File: src/rtl/q_8_41_unpacker_if.sv
// Handshake bundle for the 16-to-8 unpacker: upstream word channel plus
// downstream byte channel. The unpacker uses the slave view; its source/sink uses master.
interface q_8_41_unpacker_if;
    logic        in_valid;
    logic [15:0] in_data;
    logic        in_ready;
    logic        out_valid;
    logic        out_ready;
    logic [7:0]  out_data;
    logic        out_last;

    modport master (
        output in_valid,
        output in_data,
        output out_ready,
        input  in_ready,
        input  out_valid,
        input  out_data,
        input  out_last
    );

    modport slave (
        input  in_valid,
        input  in_data,
        input  out_ready,
        output in_ready,
        output out_valid,
        output out_data,
        output out_last
    );
endinterface

File: src/rtl/q_8_41_unpacker.sv
// Splits each packed 16-bit word {P1,P0} into two 8-bit samples, P0 first,
// sustaining one sample per cycle and counting samples taken downstream.
module q_8_41_unpacker (
    input  logic                    clk,
    input  logic                    rst_n,
    input  logic                    clr,
    q_8_41_unpacker_if.slave        bus,
    output logic [15:0]             byte_count,
    output logic                    busy
);

    typedef enum logic [1:0] {
        IDLE = 2'd0,
        LO   = 2'd1,
        HI   = 2'd2
    } state_t;

    state_t      r_state;
    state_t      w_nextState;
    logic [15:0] r_word;
    logic [15:0] r_byteCount;
    logic        w_loadWord;
    logic        w_inAccept;
    logic        w_outAccept;
    logic        w_inReady;
    logic        w_outValid;

    // out_ready -> in_ready is the only combinational path, so a word can be
    // taken in the same cycle the high byte leaves.
    assign w_inReady   = ~clr & ((r_state == IDLE) | ((r_state == HI) & bus.out_ready));
    assign w_outValid  = (r_state == LO) | (r_state == HI);
    assign w_inAccept  = bus.in_valid & w_inReady;
    assign w_outAccept = w_outValid & bus.out_ready;

    always_ff @(posedge clk or negedge rst_n) begin
        if (!rst_n) begin
            r_state <= IDLE;
        end else begin
            r_state <= w_nextState;
        end
    end

    always_comb begin
        w_nextState = r_state;
        w_loadWord  = 1'b0;
        if (clr) begin
            w_nextState = IDLE;
        end else begin
            case (r_state)
                IDLE: begin
                    if (w_inAccept) begin
                        w_nextState = LO;
                        w_loadWord  = 1'b1;
                    end
                end
                LO: begin
                    if (w_outAccept) begin
                        w_nextState = HI;
                    end
                end
                HI: begin
                    if (w_outAccept) begin
                        if (w_inAccept) begin
                            w_nextState = LO;
                            w_loadWord  = 1'b1;
                        end else begin
                            w_nextState = IDLE;
                        end
                    end
                end
                default: begin
                    w_nextState = IDLE;
                end
            endcase
        end
    end

    // The word only loads when the previous one has fully left, so it is
    // never disturbed while a byte is stalled downstream.
    always_ff @(posedge clk or negedge rst_n) begin
        if (!rst_n) begin
            r_word <= 16'h0000;
        end else if (clr) begin
            r_word <= 16'h0000;
        end else if (w_loadWord) begin
            r_word <= bus.in_data;
        end
    end

    always_ff @(posedge clk or negedge rst_n) begin
        if (!rst_n) begin
            r_byteCount <= 16'h0000;
        end else if (clr) begin
            r_byteCount <= 16'h0000;
        end else if (w_outAccept) begin
            r_byteCount <= r_byteCount + 16'h0001;
        end
    end

    always_comb begin
        bus.out_data = 8'h00;
        case (r_state)
            LO:      bus.out_data = r_word[7:0];
            HI:      bus.out_data = r_word[15:8];
            default: bus.out_data = 8'h00;
        endcase
    end

    assign bus.in_ready  = w_inReady;
    assign bus.out_valid = w_outValid;
    assign bus.out_last  = (r_state == HI);
    assign byte_count    = r_byteCount;
    assign busy          = (r_state != IDLE);

endmodule

File: src/flat_wrapper.sv
// flat-port wrapper written by rule: the top's interface ports become plain ports
module q_8_41_unpacker_flat 
  (clk, rst_n, clr, byte_count, busy, bus_in_valid, bus_in_data, bus_out_ready, bus_in_ready, bus_out_valid, bus_out_data, bus_out_last);
  q_8_41_unpacker_if bus_i ();
  input  logic clk;
  input  logic rst_n;
  input  logic clr;
  output logic [15:0] byte_count;
  output logic busy;
  input wire logic [$bits(bus_i.in_valid)-1:0] bus_in_valid;
  input wire logic [$bits(bus_i.in_data)-1:0] bus_in_data;
  input wire logic [$bits(bus_i.out_ready)-1:0] bus_out_ready;
  output wire logic [$bits(bus_i.in_ready)-1:0] bus_in_ready;
  output wire logic [$bits(bus_i.out_valid)-1:0] bus_out_valid;
  output wire logic [$bits(bus_i.out_data)-1:0] bus_out_data;
  output wire logic [$bits(bus_i.out_last)-1:0] bus_out_last;
  assign bus_i.in_valid = bus_in_valid;
  assign bus_i.in_data = bus_in_data;
  assign bus_i.out_ready = bus_out_ready;
  assign bus_in_ready = bus_i.in_ready;
  assign bus_out_valid = bus_i.out_valid;
  assign bus_out_data = bus_i.out_data;
  assign bus_out_last = bus_i.out_last;
  q_8_41_unpacker u_core (.clk(clk), .rst_n(rst_n), .clr(clr), .bus(bus_i), .byte_count(byte_count), .busy(busy));
endmodule
File: config.mk
export PLATFORM = sky130hd
export DESIGN_NAME = q_8_41_unpacker_flat
export DESIGN_NICKNAME = d
export VERILOG_FILES = /design/src/rtl/q_8_41_unpacker_if.sv /design/src/rtl/q_8_41_unpacker.sv /design/src/flat_wrapper.sv
export SDC_FILE = /design/constraint.sdc
export NUM_CORES = 1
export LEC_CHECK = 0
export BUFFER_PORTS_ARGS = -buffer_cell sky130_fd_sc_hd__buf_2
export CORE_UTILIZATION = 25
export CTS_BUF_LIST = sky130_fd_sc_hd__clkbuf_4 sky130_fd_sc_hd__clkbuf_8
export CTS_CLUSTER_SIZE = 16
export DETAILED_ROUTE_END_ITERATION = 16
export SLEW_MARGIN = 20
export SYNTH_ARGS = -nofsm -noshare
export SYNTH_HDL_FRONTEND = slang
export SYNTH_SLANG_ARGS = --single-unit
export TNS_END_PERCENT = 30
File: constraint.sdc
create_clock -name clk -period 1.9 [get_ports clk]
set_input_delay 0.19 -clock clk [delete_from_list [all_inputs] [get_ports clk]]
set_output_delay 0.19 -clock clk [all_outputs]
set_load 0.1 [all_outputs]
# == Word-level counts from Yosys, hierarchy flattened ==
# Cells that the tools add are included.
# totals
ff_bits,34
input_bits,21
out_inout_bits,28
wordCells,36
# op_classes
add_sub_neg,1
eq_ne,5
muxes,15
bitwise,7
reduce_logical,5
# op_table
op,n
$mux 16,4
$add 16x1->16 const B,1
$pmux 8 s2,1
$ne 3x2->1 const B,3
$mux 2,4
$pmux 2 s3,1
$reduce_bool 2->1,3
$and 1x1->1,4
$mux 1,4
$reduce_and 3->1,1
$eq 2x1->1 const B,1
$eq 2x2->1 const B,1
$logic_not 2->1,1
$or 1x1->1,2
$pmux 1 s2,1
$not 1->1,1

# == Logic depth before layout (Yosys ltp) ==
# Gate-level depths: netlist of the first run.
# depth
word_depth,11
depth_mapped,7

# == Worst setup path after synthesis of the first run ==
# OpenSTA, ideal clock, no wires.
# synth_path
path_type,register to output
startpoint,register u_core.r_state[0]
endpoint,output bus_out_data[0]
t_arrival_ns,3.123
path_slack_ns,-1.413
stages_incl_launch_ff,6
cell_sequence,dfrtp_1 > inv_1 > ha_1 > clkbuf_1 > a22oi_1 > nor2b_1
# synth_between
elab_chain_len,2
# synth_lines
element,line,text
start: declaration,q_8_41_unpacker.sv:18,state_t r_state;
start signal: assignment,q_8_41_unpacker.sv:39,r_state <= w_nextState;
$eq 2x2->1,--,
named net bus_out_last,flat_wrapper.sv:16,output wire logic [$bits(bus_i.out_last)-1:0] bus_out_last;
$pmux 8 s2,q_8_41_unpacker.sv:102,case (r_state)
end: declaration,flat_wrapper.sv:15,output wire logic [$bits(bus_i.out_data)-1:0] bus_out_data;
# The timed path passes the listed nets, and every way through them passes these cells.

# == Final worst setup path of the first run ==
# layout_path
startpoint,register u_core.r_state[0]
endpoint,output bus_out_data[2]
# layout_between
elab_chain_len,2
# layout_lines
element,line
$eq 2x2->1 / $eq 2x1->1 (equally long branches),q_8_41_unpacker.sv:102
$pmux 8 s2 (*),q_8_41_unpacker.sv:102
# Mark *: on every way between the ends. The rest lies on a longest branch, timed or not.

==> results of run 1 <==
==> flip-flops by register name (all words and copies together) (netlist names) <==
name,count
u_core.r_state,2
u_core.r_word,16
u_core.byte_count,16
==> worst max-delay path, cell delays in order, from the launching register on <==
cell and delay, ns:
sky130_fd_sc_hd__dfrtp_1 0.36, sky130_fd_sc_hd__inv_2 0.07, sky130_fd_sc_hd__ha_4 0.29, sky130_fd_sc_hd__buf_4 0.22, sky130_fd_sc_hd__nor2b_4 0.21, sky130_fd_sc_hd__buf_12 0.18
==> final cells by class <==
type                    count  area share
flip-flops and latches     34       0.339
clock buffers               7      0.0345
clock inverters             1     0.00191
well taps                  96      0.0460
inverters                   8      0.0115
multi-input cells         143       0.384
repair buffers             58       0.183
==> what timing repair did <==
item                                    in CTS  in global routing
cloned                                       0                  0
hold buffers                                 0                  0
gates resized for setup                      1                  1
endpoints found under the setup margin       8                  1
buffers inserted                             0                  0
==> cells in the final DEF (no fill, tap or decap), types with 2 or more instances in the layout <==
master                     instances
sky130_fd_sc_hd__xor2_1            2
sky130_fd_sc_hd__nand3_1           4
sky130_fd_sc_hd__dfrtp_1          20
sky130_fd_sc_hd__or3_1             2
sky130_fd_sc_hd__inv_1             6
sky130_fd_sc_hd__o21ai_0          20
sky130_fd_sc_hd__nor2_1           13
sky130_fd_sc_hd__a21oi_1           7
sky130_fd_sc_hd__buf_12           11
sky130_fd_sc_hd__ha_1              2
sky130_fd_sc_hd__nor3_1            4
sky130_fd_sc_hd__buf_2            38
sky130_fd_sc_hd__ha_4              2
sky130_fd_sc_hd__clkbuf_8          6
sky130_fd_sc_hd__nand2b_1         16
sky130_fd_sc_hd__xnor2_1           7
sky130_fd_sc_hd__nand2_1          23
sky130_fd_sc_hd__inv_2             2
sky130_fd_sc_hd__dfrtp_2           7
sky130_fd_sc_hd__dfrtp_4           7
sky130_fd_sc_hd__mux2i_1           2
sky130_fd_sc_hd__buf_4             9
sky130_fd_sc_hd__nor4_1            3
sky130_fd_sc_hd__a22oi_1           8
sky130_fd_sc_hd__nor2b_4           8
==> cell families (layout without fill, tap and decap cells) <==
group                    Yosys count  in the layout
AND/OR/NAND/NOR                   86             86
AO/OA/AOI/OAI                     40             40
flip-flops                        34             34
buffers and inverters             19             74
XOR/XNOR                           9              9
adder cells (fa/ha/maj)            5              5
multiplexers                       3              3
==> worst min path at each step <==
stage / start / endpoint / slack [ns] / depth (start not counted)
2_1_floorplan: rst_n / u_core.byte_count[0] / -0.11 / 0
3_3_place_gp: rst_n / u_core.byte_count[5] / 0.31 / 1
3_5_place_dp: rst_n / u_core.byte_count[4] / 0.32 / 1
4_1_cts: rst_n / u_core.r_word[11] / 0.003 / 1
5_1_grt: rst_n / u_core.r_word[3] / 0.03 / 1
6_report: rst_n / u_core.byte_count[5] / -0.02 / 1
==> metal layers <==
layer,track usage,routed length [µm],vias to the layer above
li1,-,-,772
met5,0,0,-
met2,0.220,2120,37
met4,0.0447,55,0
met3,0.0322,202,5
met1,0.156,2020,733
==> power groups by stage <==
stage,registers (mW),clock network [mW],logic (mW)
global placement,0.878,0,1.42
CTS,0.866,0.587,1.44
detailed placement,0.881,0,1.43
floorplan,0.954,0,0.967
finish,0.866,0.560,1.42
global route,0.879,0.612,1.52
==> metrics list, run 1 <==
* Signal arrival time at the worst endpoint: around 1.6 ns
* Sequential share of power: 0.305
- Required @ worst endpoint: 1.71 ns
- Worst Max-Slew Pin Slew: 0.774 ns
- Measured against its own limit, the worst slew margin works out to 0.484.
* Number of different library cells in the post-synthesis netlist: 34
- The hold violation total from the final report was 34.
- Drt total wl: 4390 µm
* Maximum number of pins on one net before global-route repair: 35
- Fin Hold WS: -0.0164 ns
- Largest fanout on the critical path: 13
* Async set or reset register ratio after synthesis: 1.00
- Yosys instantiated no cell more often than sky130_fd_sc_hd__dfrtp_1.
* Failing checks: hold timing
* Die Wd: 87.2 µm
- The design draws 2.84 mW.
- Counting every instance in the synthesized netlist gives slightly below 200.
* Capturing instance or port of the critical path: bus_out_data[2]
- For this run, the detailed router's first-pass iteration total came to 4.
- The worst register-to-register path ends at u_core.byte_count[11].
- Slew Limit Fails: 0
* Clock power share: 0.197
- Derived from the worst setup path, the maximum achievable clock frequency is 0.553 GHz.
- Main combinational cell family by area after synthesis: simple AND/OR/NAND/NOR gates
- Dividing the final minimum period by the clock period gives 0.951.
- Setup violations remaining at the end of the flow were counted as 0.
- Area occupied by multi-input gates: 1000 µm²
- Bufs on Longest Clock Path: 2
- Number of clock buffers inserted by TritonCTS: 5
- The worst path meets setup with between 0.09 and 0.1 ns of slack.
- In the routed design, unresolved DRC markers number 0.
* Post-CTS clock slew at the launch and capture registers of the worst setup and hold paths: 0.07 ns
- Proportion of netlist area held by the largest area contributor: 0.469
- Static Leakage: 1.08 nW
* Net count reported at finish: 276
- Cell internal power was estimated by the tool at 1.62 mW.
- Via Count: 1,547
- Antenna violations before repair: 0
- Vias in the first global route: 1,579
- Filler Cell Count: approximately 730
- Layout cell share with drive strength beyond 1: 0.410
* Synthesis-to-layout area growth: 44.1%
* Cell area reported after detailed placement: 2510 µm²
- Measured in cells, the most critical reg-to-reg path has a length of 6.
- Remaining global-route overflow: 0
* Synthesized-area fraction occupied by and/or/nand/nor cells: 0.267
- Average wire per standard cell: 12.6 µm
- For this design the top-level I/O count stands at 49.
* Clock tree skew after final layout: 0.00556 ns
- Switch share: 0.429
- Max-capacitance violation count: 0
- The worst register-to-register path has a setup slack of ~0.10 ns.
- For the worst-skew pair, the clock arrives at the later sink with an insertion delay of 0.28 ns.
- Area contributors post-synth: sky130_fd_sc_hd__dfrtp_1, sky130_fd_sc_hd__nand2b_1, sky130_fd_sc_hd__o21ai_0
- The floorplan step defined a die boundary enclosing 7600 µm².
- Tracing the worst setup path back leads to its startpoint at u_core.r_state[0].
* List of most frequent post-synthesis cells: sky130_fd_sc_hd__dfrtp_1, sky130_fd_sc_hd__nand2_1, sky130_fd_sc_hd__o21ai_0, sky130_fd_sc_hd__nand2b_1, sky130_fd_sc_hd__nor2_1
- Share of the synthesized area in compound gates (AO/OA/AOI/OAI): 0.128
- Diodes inserted: 0
- Mux cell area share after synthesis: 0.0172
* Sequential area share after synthesis: 0.469
- Across every metal layer, demand over resource in global routing totals 0.128.
- Minimum period implied by the final worst setup slack: 1.81 ns
- Synth Warn #: 0
* Iteration-0 DRC Markers: 57
- Core Region: 6910 µm²
- Initial Utilization: 0.263
* Adder and majority cell fraction of the synthesized area: 0.0345
* Ys flop type: sky130_fd_sc_hd__dfrtp_1
- In this run the power density over the cells is 1090 nW/µm².
* Total clock sinks: 34
* Mean instance size in the synthesized netlist: 9.26 µm²
- Summed over all nets, the half-perimeter wirelength after detailed placement is 3090 µm.
- From bottom edge to top edge, the die measures 87.2 µm.
* Post-Syn Nets: 222
- Worst setup slack before clock tree synthesis: 0.0986 ns
- Last weighted congestion value of the routability-driven placer: 0.742
* DR vias/cell: roughly 4.5
- The sequential cells in the finished layout cover a total of 886 µm².
- For this run, the number of standard cells in the final layout without fillers is 347.
- After routing the design area is between 2000 and 3000 µm².
* Switching power total: 1.22 mW
- Count of port buffers added during placement: 48
* Status: finished with violations
- First-pass GRT wire length: ~7400 µm
* Count of flip-flops with a built-in enable after synthesis: 0
* TritonCTS clock tree: yes
* Peak supply drop: between 0.0004 and 0.0005 V
* H-tree depth: 2
* Element type at the critical path end: output port
- The biggest area contributor in the post-synthesis netlist is sky130_fd_sc_hd__dfrtp_1.
- # placed instances: 339
- The initialized floorplan defines 30 standard-cell rows.
- Comb power frac: 0.499
* Util after Layout: 0.378
- Root buf cell: sky130_fd_sc_hd__clkbuf_8
- Post-route antenna net violation count: 0
* Total Negative Setup Slacks: 0 ns
* Crit path launch type: flip-flop
- Of the total synthesized cell area, the portion taken by XOR and XNOR cells is 0.0434.
* Flops & latches, synth: 34
* Synthesized cell area: 1810 µm²
- Worst Setup Path Type: flip-flop to output port
* Path category of the worst min-delay check: primary input to asynchronous set/reset pin
- The startpoint identified for the worst register-to-register timing path is u_core.r_state[0].
Power figures use the tool's default switching activity.
==> run 2: changes to the inputs <==
==> constraint.sdc (replaced) <==
create_clock -name clk -period 1.9 [get_ports clk]
set_input_delay 0.19 -clock clk [delete_from_list [all_inputs] [get_ports clk]]
set_output_delay 0.19 -clock clk [all_outputs]
set_load 0.02 [all_outputs]
==> metrics list, run 2 (synthesized netlist as in run 1, its figures left out) <==
- Buffers inserted during post-CTS setup optimization: 0 (unchanged)
* Diodes inserted: 0 (unchanged)
- Status: finished clean (was finished with violations)
* Layout cell share with drive strength beyond 1: 0.332 (was 0.410)
- The starting density of the core was 0.263 (unchanged).
- The hold violation total from the final report came to 0 (was 34).
- The final max-slew violation count came to 0 (unchanged).
- Post-route clock period utilization: 0.956 (was 0.951)
- Die area: 7600 µm² (unchanged)
- The multi-input gate area in the final layout came to 923 µm² (was 1000 µm²).
* Max transition margin: 0.670 (was 0.484)
* Iteration-0 DRC Markers: 83 (was 57)
- Total clock sinks: 34 (unchanged)
- Util after Layout: 0.346 (was 0.378)
* First-pass GRT wire length: 7350 µm (was 7450 µm)
- The transition time of the tightest slew-check pin came to 0.495 ns (was 0.774 ns).
- The non-filler instance count after layout was 352 (was 347).
- The initial antenna violation count is 0 (unchanged).
* Required @ worst endpoint: 2.11 ns (was 1.71 ns)
- The residual overflow from global routing came to 0 (unchanged).
- The worst reg2reg path endpoint is u_core.byte_count[11] (unchanged).
* Drt total wl: 4420 µm (was 4390 µm)
* Signal arrival time at the worst endpoint: 2.02 ns (was 1.62 ns)
* Filler Cell Count: 757 (was 728)
- The maximum number of pins on one net before global-route repair was 33 (was 35).
- The count of buffers inserted at the top-level ports came to 48 (unchanged).
- Net count reported at finish: 281 (was 276)
* Delay of the slowest cell on the worst path: 0.41 ns (was 0.36 ns)
- Post-DP HPWL: 3220 µm (was 3090 µm)
* Last weighted congestion value of the routability-driven placer: 0.746 (was 0.742)
- The worst setup skew after layout is 0.00195 ns (was 0.00556 ns).
- The die span in x is 87.2 µm (unchanged).
* Static Leakage: 1.07 nW (was 1.08 nW)
- The worst reg-to-reg setup slack is 0.08 ns (was 0.10 ns).
- The number of max-cap violations is 0 (unchanged).
* Bufs on Longest Clock Path: 2 (unchanged)
* Worst setup slack before clock tree synthesis: 0.103 ns (was 0.0986 ns)
* Worst Setup Path Type: flip-flop to flip-flop (was flip-flop to output port)
* Insertion delay to the later sink of the worst-skew pair: 0.28 ns (about the same)
- Crit path launch type: flip-flop (unchanged)
- Largest fanout on the critical path: 4 (was 13)
* DR vias/cell: 4.39 (was 4.46)
- Top library cells by usage in the layout, fill and taps aside: sky130_fd_sc_hd__buf_2, sky130_fd_sc_hd__dfrtp_1, sky130_fd_sc_hd__nand2_1, sky130_fd_sc_hd__o21ai_0, sky130_fd_sc_hd__nand2b_1 (was sky130_fd_sc_hd__buf_2, sky130_fd_sc_hd__nand2_1, sky130_fd_sc_hd__o21ai_0, sky130_fd_sc_hd__dfrtp_1, sky130_fd_sc_hd__nand2b_1).
* Height of the die: 87.2 µm (unchanged)
- In this run the most critical hold path is launched from bus_in_data[11].
- The first-pass iteration count of the detailed router is 4 (unchanged).
- The TritonCTS buffer count was 5 (unchanged).
* Commonest non-fill, non-tap cell in the layout: sky130_fd_sc_hd__buf_2 (unchanged)
* Top-Level Pins: 49 (unchanged)
- The category of the worst setup path capture point is a flip-flop (was output port).
- The cell type of the slowest stage on the worst timing path was sky130_fd_sc_hd__or3_4 (was sky130_fd_sc_hd__dfrtp_1).
- Worst reg2reg startpoint: u_core.r_state[1] (was u_core.r_state[0])
- The TritonCTS clock tree is yes (unchanged).
- The shortest clock period the worst path allows after layout is 1.82 ns (was 1.81 ns).
- The master cell of the clock root buffer is sky130_fd_sc_hd__clkbuf_8 (unchanged).
* Total power per unit cell area: 937 nW/µm² (was 1090 nW/µm²)
- The worst-case reg-to-reg path depth came to 6 (unchanged).
- Average wire per standard cell: 12.6 µm (about the same)
- Total chip power: 2.24 mW (was 2.84 mW)
- DR DRC count: 0 (unchanged)
- Total number of placement rows: 30 (unchanged)
- The post-route setup TNS came to 0 ns (unchanged).
- The area of all sequential standard cells is 853 µm² (was 886 µm²).
* Post-CTS clock slew at the launch and capture registers of the worst setup and hold paths: 0.07 ns (about the same)
- Setup repair after global routing left no endpoint under its margin.
- The setup violation total in the final timing report is 0 (unchanged).
- Path category of the worst min-delay check: primary input to flip-flop (was primary input to asynchronous set/reset pin)
- Cells along the critical path: inv_2 > ha_4 > nand3_4 > or3_4 > or4_1 > a21oi_1 (was inv_2 > ha_4 > buf_4 > nor2b_4 > buf_12)
- # placed instances: 343 (was 339)
- Peak supply drop: 0.000315 V (was 0.000500 V)
* Post-route antenna net violation count: 0 (unchanged)
* Synthesis-to-layout area growth: 31.7% (was 44.1%)
- Vias in the first global route: 1,499 (was 1,579)
* Via Count: 1,547 (unchanged)
- The slack of the critical path came to 0.0832 ns (was 0.0931 ns).
- Top achievable clock speed: 0.550 GHz (was 0.553 GHz)
* Worst Hold Path Cells: 3
- The area inside the core boundary was 6910 µm² (unchanged).
* H-tree depth: 2 (unchanged)
* Global Route Usage Sum: 0.127 (was 0.128)
* Terminating pin of the worst hold path: u_core.r_word[11]
## run 2: cell count changes in the layout (fill, tap and decap cells not counted), moves of 4 or more
cell,delta
sky130_fd_sc_hd__dfrtp_2,-5
sky130_fd_sc_hd__dfrtp_4,-7
sky130_fd_sc_hd__nor2b_4,-8
sky130_fd_sc_hd__buf_4,+4
sky130_fd_sc_hd__buf_2,+10
sky130_fd_sc_hd__dfrtp_1,+12
sky130_fd_sc_hd__nor2b_1,+8
sky130_fd_sc_hd__buf_12,-10
## run 2: per-layer routing
| metal | share of wire | vias up | GRT usage |
|---|---|---|---|
| met5 | 0 | - | 0 |
| met4 | 0.016 | 0 | 0.0492 |
| met3 | 0.033 | 6 | 0.0284 |
| met2 | 0.46 | 30 | 0.208 |
| met1 | 0.49 | 727 | 0.163 |
| li1 | - | 784 | - |
## run 2: worst max-delay path by stage
| stage | cells past startpoint | slack [ns] | from | endpoint |
|---|---|---|---|---|
| final | 6 | 0.08 | u_core.r_state[1] | u_core.byte_count[11] |
| after global routing | 6 | 0.01 | u_core.r_state[1] | bus_out_data[6] |
| after CTS | 6 | 0.002 | u_core.r_state[1] | bus_out_data[1] |
| after detailed placement | 6 | 0.10 | u_core.r_state[1] | u_core.byte_count[11] |
| after global placement | 4 | 0.14 | u_core.byte_count[6] | u_core.byte_count[15] |
| after floorplan | 4 | -0.009 | u_core.byte_count[8] | u_core.byte_count[15] |
## run 2: stage by stage
stage | instance area (µm²) | hold slack [ns]
2_1_floorplan | 1840 | -0.106
3_3_place_gp | 2280 | 0.193
3_5_place_dp | 2280 | 0.185
4_1_cts | 2380 | 0.102
5_1_grt | 2390 | 0.118
6_report | 2390 | 0.108
## run 2: timing repair
item                                    CTS  global route
gates resized for setup                   0             2
endpoints found under the setup margin    0             8
hold buffers                              1             0
hold endpoints to repair                 18             0
## run 2: layout make-up
type | count | share of cell area
clock inverter | 1 | 0.00209
tap | 96 | 0.0503
multi-input combinational | 143 | 0.386
sequential | 34 | 0.357
inverter | 8 | 0.0126
clock buffer | 7 | 0.0377
timing repair buffer | 63 | 0.154
## run 2: worst max-delay path: cells and delay by family, from the launching register on
family	cells	cell delay, ns
compound gates	1	0.16
fa+ha+maj	1	0.28
buf+inv	1	0.06
flops	1	0.36
simple gates	3	0.87
## run 2: power breakdown
part | internal, mW | switching, mW | leakage (nW)
Combinational | 0.331 | 0.475 | 0.560
Sequential | 0.810 | 0.0533 | 0.460
Clock | 0.307 | 0.262 | 0.0517
Total | 1.45 | 0.790 | 1.07
==> run 3: changes to the inputs <==
--- a/config.mk
+++ b/config.mk
@@ -6,10 +6,11 @@
 export NUM_CORES = 1
 export LEC_CHECK = 0
 export BUFFER_PORTS_ARGS = -buffer_cell sky130_fd_sc_hd__buf_2
-export CORE_UTILIZATION = 25
+export CORE_UTILIZATION = 49
 export CTS_BUF_LIST = sky130_fd_sc_hd__clkbuf_4 sky130_fd_sc_hd__clkbuf_8
 export CTS_CLUSTER_SIZE = 16
 export DETAILED_ROUTE_END_ITERATION = 16
+export PLACE_DENSITY = 0.78
 export SLEW_MARGIN = 20
 export SYNTH_ARGS = -nofsm -noshare
 export SYNTH_HDL_FRONTEND = slang
==> metrics list, run 3 (synthesized netlist as in run 1, its figures left out) <==
* Delay of the slowest cell on the worst path: 0.42 ns (was 0.41 ns)
- The area inside the core boundary is 3440 µm² (was 6910 µm²).
* Register-to-Register Path Depth: 6 (unchanged)
- Drt first pass iters: 4 (unchanged)
- Unrepaired setup endpoints after global routing: true (was false).
- Area occupied by multi-input gates: 931 µm² (was 923 µm²)
- The hold slack came to 0.106 ns (was 0.108 ns).
* Antenna violations before repair: 0 (unchanged)
- The wire length of the first global-routing pass came to 6950 µm (was 7350 µm).
- Via Count: 1,581 (was 1,547)
- Slew Limit Fails: 0 (unchanged)
- The maximum number of buffers from clock root to sink came to 2 (unchanged).
- The data required time at the worst endpoint is 2.11 ns (about the same).
- The topmost layer with routed signal wires is met4 (unchanged).
- The TritonCTS clock tree is yes (unchanged).
- Worst reg2reg startpoint: u_core.r_state[0] (was u_core.r_state[1])
- Post-DP HPWL: 2770 µm (was 3220 µm)
- The starting DRC count in detailed routing came to 85 (was 83).
- The class of the most critical setup path was flip-flop to flip-flop (unchanged).
- The clock-pin slew of the registers on the worst-case setup and hold paths was 0.07 ns (about the same).
- The number of nets at the end of the flow was 277 (was 281).
* Element type at the critical path end: flip-flop (unchanged)
- Layout cell share with drive strength beyond 1: 0.333 (was 0.332)
- Vias in the first global route: 1,511 (was 1,499)
* Status: finished clean (unchanged)
- The routed wire length on met2 came to 1820 µm (was 2020 µm).
- Path category of the worst min-delay check: primary input to flip-flop (unchanged)
- The routed length on met3 was 200 µm (was 146 µm).
- Root buf cell: sky130_fd_sc_hd__clkbuf_8 (unchanged)
- Drt total wl: 4020 µm (was 4420 µm)
- The setup violation total in the final timing report came to 0 (unchanged).
* Insertion delay to the later sink of the worst-skew pair: 0.29 ns (was 0.28 ns)
- DR DRC count: 0 (unchanged)
- The worst reg-to-reg setup slack is 0.04 ns (was 0.08 ns).
- The TritonCTS buffer count was 5 (unchanged).
- The count of H-tree levels built during CTS was 2 (unchanged).
* Clock tree skew after final layout: 0.00757 ns (was 0.00195 ns)
* Initial Utilization: 0.527 (was 0.263)
* FF-to-FF End: u_core.byte_count[11] (unchanged)
- The post-route setup TNS is 0 ns (unchanged).
- The final worst-path cycle share is 0.980 (was 0.956).
- Worst Max-Slew Pin Slew: 0.750 ns (was 0.495 ns)
- The area of the die came to 3950 µm² (was 7600 µm²).
- The clock sink count was 34 (unchanged).
- Height of the die: 62.9 µm (was 87.2 µm)
- The residual overflow from global routing was 0 (unchanged).
- The die span in x came to 62.9 µm (was 87.2 µm).
- The total routing resource utilization after global routing is 0.229 (was 0.127).
- The critical path buffer and inverter count was 1 (unchanged).
- Cells along the critical path: inv_2 > ha_4 > nand3_4 > or3_4 > or4_4 > a21oi_2 (was inv_2 > ha_4 > nand3_4 > or3_4 > or4_1 > a21oi_1).
* Register cell area after layout: 855 µm² (was 853 µm²)
* Synthesis-to-layout area growth: 26.6% (was 31.7%)
- The hold violation total from the final report was 0 (unchanged).
* Startpoint of the worst hold path: bus_in_data[1] (was bus_in_data[11])
- Total power per unit cell area: 948 nW/µm² (was 937 nW/µm²)
- Max-capacitance violation count: 0 (unchanged)
- Count of port buffers added during placement: 48 (unchanged)
* Top library cells by usage in the layout, fill and taps aside: sky130_fd_sc_hd__buf_2, sky130_fd_sc_hd__dfrtp_1, sky130_fd_sc_hd__nand2_1, sky130_fd_sc_hd__o21ai_0, sky130_fd_sc_hd__nand2b_1 (unchanged)
- Diodes inserted: 0 (unchanged)
- Top delay family on crit path: simple AND/OR/NAND/NOR gates (unchanged)
* Peak supply drop: 0.000508 V (was 0.000315 V)
- The final routed wire length divided by cell count is 13.5 µm (was 12.6 µm).
- The shortest clock period the worst path allows after layout came to 1.86 ns (was 1.82 ns).
- The hold path depth came to 3 (unchanged).
- Max transition margin: 0.500 (was 0.670)
* Top-Level Pins: 49 (unchanged)
* Cell with the largest stage delay on the worst path: sky130_fd_sc_hd__or4_4 (was sky130_fd_sc_hd__or3_4)
* DR vias/cell: 5.31 (was 4.39)
- Crit path launch type: flip-flop (unchanged)
- Last weighted congestion value of the routability-driven placer: 0.781 (was 0.746)
* Post-route antenna net violation count: 0 (unchanged)
* Static Leakage: 1.05 nW (was 1.07 nW)
- The most common cell after layout, fill and taps aside was sky130_fd_sc_hd__buf_2 (unchanged).
* Maximum number of pins on one net before global-route repair: 35 (was 33)
* Routed metal-1 wirelength: 1930 µm (was 2180 µm)
- Largest fanout on the critical path: 6 (was 4)
* Terminating pin of the worst hold path: u_core.r_word[1] (was u_core.r_word[11])
- The highest achievable clock rate was 0.537 GHz (was 0.550 GHz).
* Filler Cell Count: 297 (was 757)
- Total number of placement rows: 21 (was 30)
- Signal arrival time at the worst endpoint: 2.07 ns (was 2.02 ns)
run 3: cell count changes in the layout (fill, tap and decap cells not counted), sizes merged:
cell    change
buf         -4
clkbuf      -1
clkinv      +1
run 3: area by class of cell:
type | count | share of cell area
flip-flops and latches | 34 | 0.372
repair buffers | 59 | 0.147
clock buffers | 6 | 0.0332
inverters | 8 | 0.0131
multi-input cells | 143 | 0.405
clock inverters | 2 | 0.00436
well taps | 46 | 0.0251
run 3: worst max path at each step:
| stage | startpoint | to | slack (ns) | depth (start not counted) |
|---|---|---|---|---|
| after global placement | u_core.byte_count[6] | u_core.byte_count[15] | 0.10 | 4 |
| final | u_core.r_state[0] | u_core.byte_count[11] | 0.04 | 6 |
| after floorplan | u_core.byte_count[8] | u_core.byte_count[15] | -0.009 | 4 |
| after detailed placement | u_core.r_state[0] | u_core.byte_count[11] | 0.06 | 6 |
| after global routing | u_core.r_state[0] | u_core.byte_count[11] | -0.0009 | 6 |
| after CTS | u_core.r_state[0] | u_core.byte_count[11] | 0.04 | 6 |
run 3: power by group:
part	switching, mW	internal, mW
combinational	0.453	0.326
clock	0.258	0.268
sequential	0.0603	0.811
run 3: layer usage:
layer	track usage	vias to the layer above
met4	0.102	0
met5	0	-
li1	-	778
met3	0.0620	7
met2	0.337	45
met1	0.314	751
run 3: worst min-delay path, stage by stage:
cell and delay [ns]:
sky130_fd_sc_hd__buf_2 0.07, sky130_fd_sc_hd__nand2_1 0.04, sky130_fd_sc_hd__o21ai_0 0.06
run 3: timing repair:
item / in CTS / in global routing
hold buffers: 1 / 0
resized for setup: 1 / 4
hold endpoints to repair: 34 / 0
gates cloned: 0 / 0
pin swaps: 0 / 0
setup endpoints to repair: 1 / 5
buffers inserted: 0 / 0
run 3: through the flow:
| step | setup WS [ns] | area [µm²] | utilization | std cells | power, mW |
|---|---|---|---|---|---|
| after global routing | -0.000927 | 2300 | 0.667 | 298 | 2.31 |
| after global placement | 0.102 | 2190 | 0.635 | 289 | 1.63 |
| after CTS | 0.0429 | 2290 | 0.664 | 298 | 2.19 |
| final | 0.0380 | 2300 | 0.667 | 298 | 2.18 |
| after detailed placement | 0.0648 | 2190 | 0.635 | 289 | 1.65 |
| after floorplan | -0.00893 | 1840 | - | 196 | 1.40 |
